==> config.mk <==
export PLATFORM = sky130hd
export DESIGN_NAME = mips_lsu
export DESIGN_NICKNAME = d
export VERILOG_FILES = /design/src/rtl/mips_mem_pkg.sv /design/src/rtl/mips_lsu_lane.sv /design/src/rtl/mips_lsu.sv
export SDC_FILE = /design/constraint.sdc
export NUM_CORES = 1
export LEC_CHECK = 0
export BUFFER_PORTS_ARGS = -buffer_cell sky130_fd_sc_hd__buf_4
export CAP_MARGIN = 40
export CORE_ASPECT_RATIO = 1.1
export CORE_UTILIZATION = 53
export CTS_CLUSTER_SIZE = 12
export DETAILED_ROUTE_END_ITERATION = 12
export GPL_TIMING_DRIVEN = 1
export PLACE_DENSITY = 0.81
export SYNTH_ARGS = -nofsm -noshare
export SYNTH_HDL_FRONTEND = slang
export SYNTH_SLANG_ARGS = --single-unit
export TNS_END_PERCENT = 20
==> constraint.sdc <==
create_clock -name clk -period 2.8 [get_ports clk]
set_input_delay 0.28 -clock clk [delete_from_list [all_inputs] [get_ports clk]]
set_output_delay 0.28 -clock clk [all_outputs]
set_load 0.05 [all_outputs]
==> src/rtl/mips_mem_pkg.sv <==
// Shared definitions for the data-memory load/store path: op and state encodings,
// memory geometry and small request-classification helpers.
package mips_mem_pkg;

    localparam int MEM_ADDR_W = 13;

    typedef enum logic [2:0] {
        OP_LW  = 3'd0,
        OP_LH  = 3'd1,
        OP_LHU = 3'd2,
        OP_LB  = 3'd3,
        OP_LBU = 3'd4,
        OP_SW  = 3'd5,
        OP_SH  = 3'd6,
        OP_SB  = 3'd7
    } op_t;

    typedef enum logic [1:0] {
        ST_IDLE  = 2'd0,
        ST_READ  = 2'd1,
        ST_WRITE = 2'd2,
        ST_RESP  = 2'd3
    } state_t;

    function automatic logic is_load(op_t op);
        return op inside {OP_LW, OP_LH, OP_LHU, OP_LB, OP_LBU};
    endfunction

    // Byte ops can never be misaligned; halfwords need even, words need 4-aligned.
    function automatic logic misaligned(op_t op, logic [1:0] offset);
        logic bad;
        bad = 1'b0;
        case (op)
            OP_LW, OP_SW:         bad = (offset != 2'b00);
            OP_LH, OP_LHU, OP_SH: bad = offset[0];
            default:              bad = 1'b0;
        endcase
        return bad;
    endfunction

endpackage

==> src/rtl/mips_lsu_lane.sv <==
// Big-endian byte-lane steering: load extraction with sign/zero extension, and
// sub-word store merge into a previously read word.
module mips_lsu_lane
    import mips_mem_pkg::*;
(
    input  logic [2:0]  op,
    input  logic [1:0]  offset,
    input  logic [31:0] word,
    input  logic [31:0] wdata,
    output logic [31:0] load_data,
    output logic [31:0] store_data
);

    logic [15:0] half_v;
    logic [7:0]  byte_v;

    always_comb begin
        half_v = offset[1] ? word[15:0] : word[31:16];
        case (offset)
            2'd0:    byte_v = word[31:24];
            2'd1:    byte_v = word[23:16];
            2'd2:    byte_v = word[15:8];
            default: byte_v = word[7:0];
        endcase

        load_data = word;
        case (op)
            OP_LH:   load_data = {{16{half_v[15]}}, half_v};
            OP_LHU:  load_data = {16'h0000, half_v};
            OP_LB:   load_data = {{24{byte_v[7]}}, byte_v};
            OP_LBU:  load_data = {24'h000000, byte_v};
            default: load_data = word;
        endcase

        store_data = wdata;
        case (op)
            OP_SH: store_data = offset[1] ? {word[31:16], wdata[15:0]}
                                          : {wdata[15:0], word[15:0]};
            OP_SB: begin
                case (offset)
                    2'd0:    store_data = {wdata[7:0], word[23:0]};
                    2'd1:    store_data = {word[31:24], wdata[7:0], word[15:0]};
                    2'd2:    store_data = {word[31:16], wdata[7:0], word[7:0]};
                    default: store_data = {word[31:8], wdata[7:0]};
                endcase
            end
            default: store_data = wdata;
        endcase
    end

endmodule

==> src/rtl/mips_lsu.sv <==
// Load/store unit driving a word-only data memory; sub-word stores are read-modify-write.
//   state    | meaning
//   ST_IDLE  | ready for a request
//   ST_READ  | memread high, read word captured at end of cycle
//   ST_WRITE | memwrite high, memory commits on closing edge
//   ST_RESP  | one-cycle response pulse
module mips_lsu
    import mips_mem_pkg::*;
#(
    parameter int ADDR_W = MEM_ADDR_W,
    parameter int DATA_W = 32
) (
    input  logic              clk,
    input  logic              rst_n,
    input  logic              req_valid,
    output logic              req_ready,
    input  logic [2:0]        req_op,
    input  logic [31:0]       req_addr,
    input  logic [DATA_W-1:0] req_wdata,
    output logic              resp_valid,
    output logic [DATA_W-1:0] resp_rdata,
    output logic              resp_err,
    output logic [ADDR_W-1:0] mem_address,
    output logic [DATA_W-1:0] mem_write_data,
    output logic              mem_memread,
    output logic              mem_memwrite,
    input  logic [DATA_W-1:0] mem_read_data
);

    state_t            state_q, state_d;
    op_t               op_q, req_op_e;
    logic [1:0]        offset_q;
    logic [DATA_W-1:0] wdata_q;
    logic              accept, req_err;
    logic [DATA_W-1:0] lane_load, lane_store;

    assign req_op_e  = op_t'(req_op);
    assign req_ready = (state_q == ST_IDLE);
    assign accept    = req_valid && req_ready;
    assign req_err   = (req_addr[31:ADDR_W+2] != '0) || misaligned(req_op_e, req_addr[1:0]);

    mips_lsu_lane u_lane (
        .op         (op_q),
        .offset     (offset_q),
        .word       (mem_read_data),
        .wdata      (wdata_q),
        .load_data  (lane_load),
        .store_data (lane_store)
    );

    always_comb begin
        state_d = state_q;
        case (state_q)
            ST_IDLE: begin
                if (req_valid) begin
                    if (req_err)                 state_d = ST_RESP;
                    else if (req_op_e == OP_SW)  state_d = ST_WRITE;
                    else                         state_d = ST_READ;
                end
            end
            ST_READ:  state_d = is_load(op_q) ? ST_RESP : ST_WRITE;
            ST_WRITE: state_d = ST_RESP;
            ST_RESP:  state_d = ST_IDLE;
            default:  state_d = ST_IDLE;
        endcase
    end

    // Memory strobes and the response pulse are registered off the next state.
    always_ff @(posedge clk) begin
        if (!rst_n) begin
            state_q        <= ST_IDLE;
            op_q           <= OP_LW;
            offset_q       <= 2'b00;
            wdata_q        <= '0;
            mem_address    <= '0;
            mem_write_data <= '0;
            mem_memread    <= 1'b0;
            mem_memwrite   <= 1'b0;
            resp_valid     <= 1'b0;
            resp_err       <= 1'b0;
            resp_rdata     <= '0;
        end else begin
            state_q      <= state_d;
            mem_memread  <= (state_d == ST_READ);
            mem_memwrite <= (state_d == ST_WRITE);
            resp_valid   <= (state_d == ST_RESP);

            if (accept) begin
                op_q        <= req_op_e;
                offset_q    <= req_addr[1:0];
                wdata_q     <= req_wdata;
                mem_address <= req_addr[ADDR_W+1:2];
                if (req_err) begin
                    resp_err   <= 1'b1;
                    resp_rdata <= '0;
                end else if (req_op_e == OP_SW) begin
                    mem_write_data <= req_wdata;
                end
            end

            if (state_q == ST_READ) begin
                if (is_load(op_q)) begin
                    resp_err   <= 1'b0;
                    resp_rdata <= lane_load;
                end else begin
                    mem_write_data <= lane_store;
                end
            end

            if (state_q == ST_WRITE) begin
                resp_err   <= 1'b0;
                resp_rdata <= '0;
            end
        end
    end

endmodule

---- Word level (Yosys, flattened, before mapping) ----
Cells that the tools add are included.
W data, S select, Z words.
storage, ports and cells
  register bits ........................... 120
  input bits .............................. 102
  output and inout bits ................... 82
  logic and storage cells ................. 67
cells by class
  equal/unequal tests ..................... 18
  mux-type cells .......................... 25
  bitwise gates (word level) .............. 1
  reduce and logical (&&, ||, !) cells .... 12
operator list
  cell                  number
  $mux W32              10
  $pmux W32 S4          1
  $pmux W32 S3          1
  $pmux W32 S2          1
  $pmux W8 S3           1
  $reduce_bool A17 Y1   1
  $mux W16              1
  $eq A3 B3 Y1 const B  5
  $eq A2 B2 Y1 const B  5
  $eq A3 B2 Y1 const B  3
  $pmux W2 S4           1
  $eq A2 B1 Y1 const B  3
  $eq A3 B1 Y1 const B  2
  $logic_not A3 Y1      2
  $mux W2               3
  $mux W1               5
  $reduce_bool A5 Y1    1
  $logic_not A2 Y1      2
  $reduce_or A2 Y1      2
  $reduce_or A3 Y1      1
  $pmux W1 S2           1
  $reduce_bool A2 Y1    1
  $logic_and A1 B1 Y1   1
  $logic_or A1 B1 Y1    1
  $not A1 Y1            1

---- Logic depth before layout (Yosys ltp) ----
  depth after elaboration ................. 8
  mapped depth ............................ 9
  mapped depth without buffers ............ 7

---- Hierarchy ----
Synthesis repeated with hierarchy kept, for this count alone.
second synthesis, totals
  cells, all modules ...................... 841
  area, all modules ....................... 6563.8 um^2
modules (own cells, without submodules)
  module         instances  cells an instance  area each (um^2)  sequential area each (um^2)
  mips_lsu       1          523                4431.8            2402.3
  mips_lsu_lane  1          318                2132.0            0.0

---- Least setup slack after synthesis ----
No wires, ideal clock.
  path kind ............................... register to register
  start ................................... register state_q[0]
  end ..................................... register mem_write_data[16]
  setup time .............................. 0.142 ns
  arrival time ............................ 2.274 ns
  required time ........................... 2.658 ns
  setup slack ............................. 0.384 ns
  cell stages (with the launch flop) ...... 10
  path buffers ............................ 2
  clock period less this slack ............ 2.416 ns
  cell sequence ........................... dfxtp_1 > inv_1 > ha_1 > and2_1 > buf_4 > nand2_2 > nor4_4 > buf_6 > mux2i_1 > a211oi_2
between the ends
  cells in the longest elaborated chain, start to end .. 5
  elaborated cells between the ends (all ways) .. 6
  classes of those cells .................. eq/ne (1); mux (3); reduce/logical (2)
ends and longest elaborated chain
  element                  RTL line         text
  from (decl)              mips_lsu.sv:30   state_t state_q, state_d;
  from (signal assigned)   mips_lsu.sv:83   state_q <= state_d;
  $logic_not A2 Y1 (*)     mips_lsu.sv:38   assign req_ready = (state_q == ST_IDLE);
  via req_ready            mips_lsu.sv:16   output logic req_ready,
  $logic_and A1 B1 Y1 (*)  mips_lsu.sv:39   assign accept = req_valid && req_ready;
  $mux W32 (*)             mips_lsu.sv:88   if (accept) begin
  $mux W32                 mips_lsu.sv:102  if (is_load(op_q)) begin
  $mux W32 (*)             mips_lsu.sv:101  if (state_q == ST_READ) begin
  to (signal assigned)     mips_lsu.sv:97   mem_write_data <= req_wdata;
  to (signal assigned)     mips_lsu.sv:106  mem_write_data <= lane_store;
  to (decl)                mips_lsu.sv:24   output logic [DATA_W-1:0] mem_write_data,
The timed path passes the listed nets; every way through them passes the cells marked *.
A chain may end at the register's enable or synchronous reset.

---- Final worst setup path ----
  start ................................... register op_q[0]
  end ..................................... register resp_rdata[0]
between the ends
  cells in the longest elaborated chain, start to end .. 4
  elaborated cells between the ends (all ways) .. 9
  classes of those cells .................. eq/ne (4); mux (3); reduce/logical (2)
ends and longest elaborated chain
  element                                             RTL line                                 text
  from (decl)                                         mips_lsu.sv:31                           op_t op_q, req_op_e;
  from (signal assigned)                              mips_lsu.sv:89                           op_q <= req_op_e;
  $eq A3 B3 Y1 (tied with other cells)                mips_mem_pkg.sv:26, mips_lsu_lane.sv:27
  $pmux W32 S4 or $reduce_bool A5 Y1 (tied branches)  mips_lsu_lane.sv:27, mips_mem_pkg.sv:26
  $mux W32 (*)                                        mips_lsu.sv:102
  $mux W32 (*)                                        mips_lsu.sv:101
  to (signal assigned)                                mips_lsu.sv:104                          resp_rdata <= lane_load;
  to (decl)                                           mips_lsu.sv:21                           output logic [DATA_W-1:0] resp_rdata,
Mark *: on every way between the ends. The rest lies on a longest branch, timed or not.

==> impl_results.md <==
- Lkg Pwr: 0.00339 uW
- Share of cells above drive strength 1: 0.271
- Pre-antenna DRT Iters: 8
- MaxCap Viol Count: 0
- CP peak stage delay: 0.48 ns
- Post-Syn Instances: 825
- CTS tree: done
- Sequential area share after synthesis: 0.372
- Core Area: 0.0117 sq mm
- # diodes: 0
- First-pass GRT wire length: 33,800 um
- Largest net degree at the start of global routing: 52
- Total GRT Usage: 0.339
- Postcts setup bufs: 0
- Wire length per cell: 18.4 um
- CP cell instances: buf_12, o21bai_2, o21ai_0, o21ai_1, a22oi_1, o221ai_1
- Kind of cell adding the most delay to the critical path: compound AO/OA/AOI/OAI gates
- CTS sink count: 120
- Worst-path clk slew: 0.05 ns
- Htree depth: 4
- Seq cells post-synth: 120
- Synth unique cells: 56
- Die height: 118 um
- Fillers: 927
- Slowest stage cell, crit path: dfxtp_1
- Run status: finished, final reports clean
- Layout Skew: 0.00780 ns
- Post-Syn Area: 0.00646 sq mm
- Crit path DAT: 2.51 ns
- Worst Setup Path Type: register to register
- Worst slew margin relative to its limit: 0.534
- CP startpoint kind: register
- Worst setup margin: 0.623 ns
- Critical Path Stages: 6
- Area delta synth->final: 32.8%
- Syn_area_per_cell: 7.83 sq um
- Reg2reg path depth: 6
- Sequential Area: 0.00240 sq mm
- Via/cell ratio: 6.08
- Core Rows: 41
- Synth warn: 0
- DP HPWL: 15,000 um
- RSZ-0062 raised after global routing: false
- Drt total wl: 21,200 um
- Initial antenna violation count: 0
- Iter 0 DRT Violations: 626
- Pwr per Cell Area: 887 mW/mm^2
- Starting Density: 0.553
- Gr ovfl total: 0
- Post-synth EDFFs: 0
- Root Driver: clkbuf_16
- Syn Nets: 930
- Post-layout min period: 2.18 ns
- Setup TNS Final: 0 ns
- Tcrit/Tclk final: 0.778
- Die ar.: 0.0126 sq mm
- WHS Path Cells: 3
- Synth Flop Type: dfxtp_1
- DIE WIDTH: 107 um
- Layout Nets: 1,093
- CTS buffer count: 17
- DRC Markers: 0
- Resize count post-CTS: 0
- Final Wtd Congestion: 0.971
- Crit. End Element: register
- VDD IR max: 0.593 mV
- Final ANT Viol Nets: 0
- Place WS: 0.706 ns
- Slew @ Worst Pin: 0.682 ns
- Vias in the first global route: 6,630
- Clock tree buffer depth: 2
- CTS Hold Bufs: 0
- # setup viols final: 0
- Clock latency on the worst-skew pair: 0.42 ns
- Number of port buffers: 183
- Area occupied by multi-input gates: 0.00371 sq mm
- Crit path buf inv count: 1
- Crit Path Max Fanout: 23
- DR vias: 7,001
- Commonest non-fill, non-tap cell in the layout: buf_4
- Most frequent cells in the layout: buf_4 (208), nand2_1 (184), dfxtp_1 (120), a21oi_1 (111)
- Fraction of registers with async set/reset: 0
- Final Hold Viols: 0
- HP Class: primary input to register
- Fmax: 0.459 GHz
- Count of final max-slew check failures: 0
- WP data required: 3.13 ns
- IO Count: 184
-- flip-flops by register name (all words and copies together), names as in the netlist --
signal / count
wdata_q: 32
offset_q: 2
resp_rdata: 32
mem_write_data: 32
mem_memwrite: 1
state_q: 2
mem_memread: 1
resp_err: 1
mem_address: 13
resp_valid: 1
op_q: 3
-- worst register-to-register path: cells and delay by family (launching register included) --
kind | cells | cell delay (ns)
AOI/OAI and AO/OA | 5 | 1.37
buffers and inverters | 1 | 0.25
DFF | 1 | 0.48
-- routing by layer --
layer / track usage / vias to the layer above / part of all wire
li1: - / 3293 / -
met1: 0.432 / 3203 / 0.41
met2: 0.529 / 429 / 0.45
met3: 0.0842 / 76 / 0.10
met4: 0.168 / 0 / 0.039
met5: 0 / - / 0
-- report_power, final --
part,switching (uW),internal [uW],total [uW]
Clock,771,1440,2210
Combinational,2080,1030,3110
Sequential,265,2040,2300
Total,3110,4500,7620
-- layout make-up --
| cell class | count | area share |
|---|---|---|
| Multi-Input combinational cell | 623 | 0.433 |
| Inverter | 14 | 0.00612 |
| Clock buffer | 23 | 0.0545 |
| Timing Repair Buffer | 212 | 0.191 |
| Clock inverter | 9 | 0.0143 |
| Tap cell | 150 | 0.0219 |
| Sequential cell | 120 | 0.280 |
-- path summary, 6_finish.rpt --
path / slack (ns) / startpoint / to
setup reg to reg: 0.62 / op_q[0] / resp_rdata[0]
hold reg to reg: 0.45 / wdata_q[19] / wdata_q[19]
setup / recovery: 0.62 / op_q[0] / resp_rdata[0]
hold / removal: 0.10 / req_addr[10] / mem_address[8]
-- per-stage QoR --
stage               power (uW)  cells  area [sq um]  hold WS, ns  utilization
CTS                       7590   1151          8580        0.102        0.734
floorplan                 4420    825          6460        0.396            -
global placement          5340   1118          7980        0.439        0.682
detailed placement        5380   1119          7990        0.444        0.683
finish                    7620   1151          8580        0.105        0.734
global route              7970   1151          8580        0.101        0.734
-- synth_stat cells (all sizes together) (13+ instances only) --
| cell type | count | area share |
|---|---|---|
| clkbuf | 44 | 0.026 |
| a221o | 16 | 0.025 |
| nor3 | 23 | 0.019 |
| o221ai | 13 | 0.018 |
| a221oi | 17 | 0.024 |
| o21ai | 47 | 0.036 |
| nand2 | 186 | 0.11 |
| nor2 | 33 | 0.020 |
| dfxtp | 120 | 0.37 |
| mux2i | 42 | 0.065 |
| a21o | 17 | 0.020 |
| a21oi | 112 | 0.087 |
| nand2b | 13 | 0.013 |
| buf | 24 | 0.021 |
-- logic make-up after synthesis --
group | count (synthesis) | share of synthesized area
DFF | 120 | 0.372
AOI/OAI and AO/OA | 276 | 0.283
buffers and inverters | 82 | 0.0550
adders and majority gates | 3 | 0.00581
and+or+nand+nor | 290 | 0.197
muxes | 53 | 0.0860
xor gates and xnor gates | 1 | 0.00136
(Power assumes the default switching activity.)
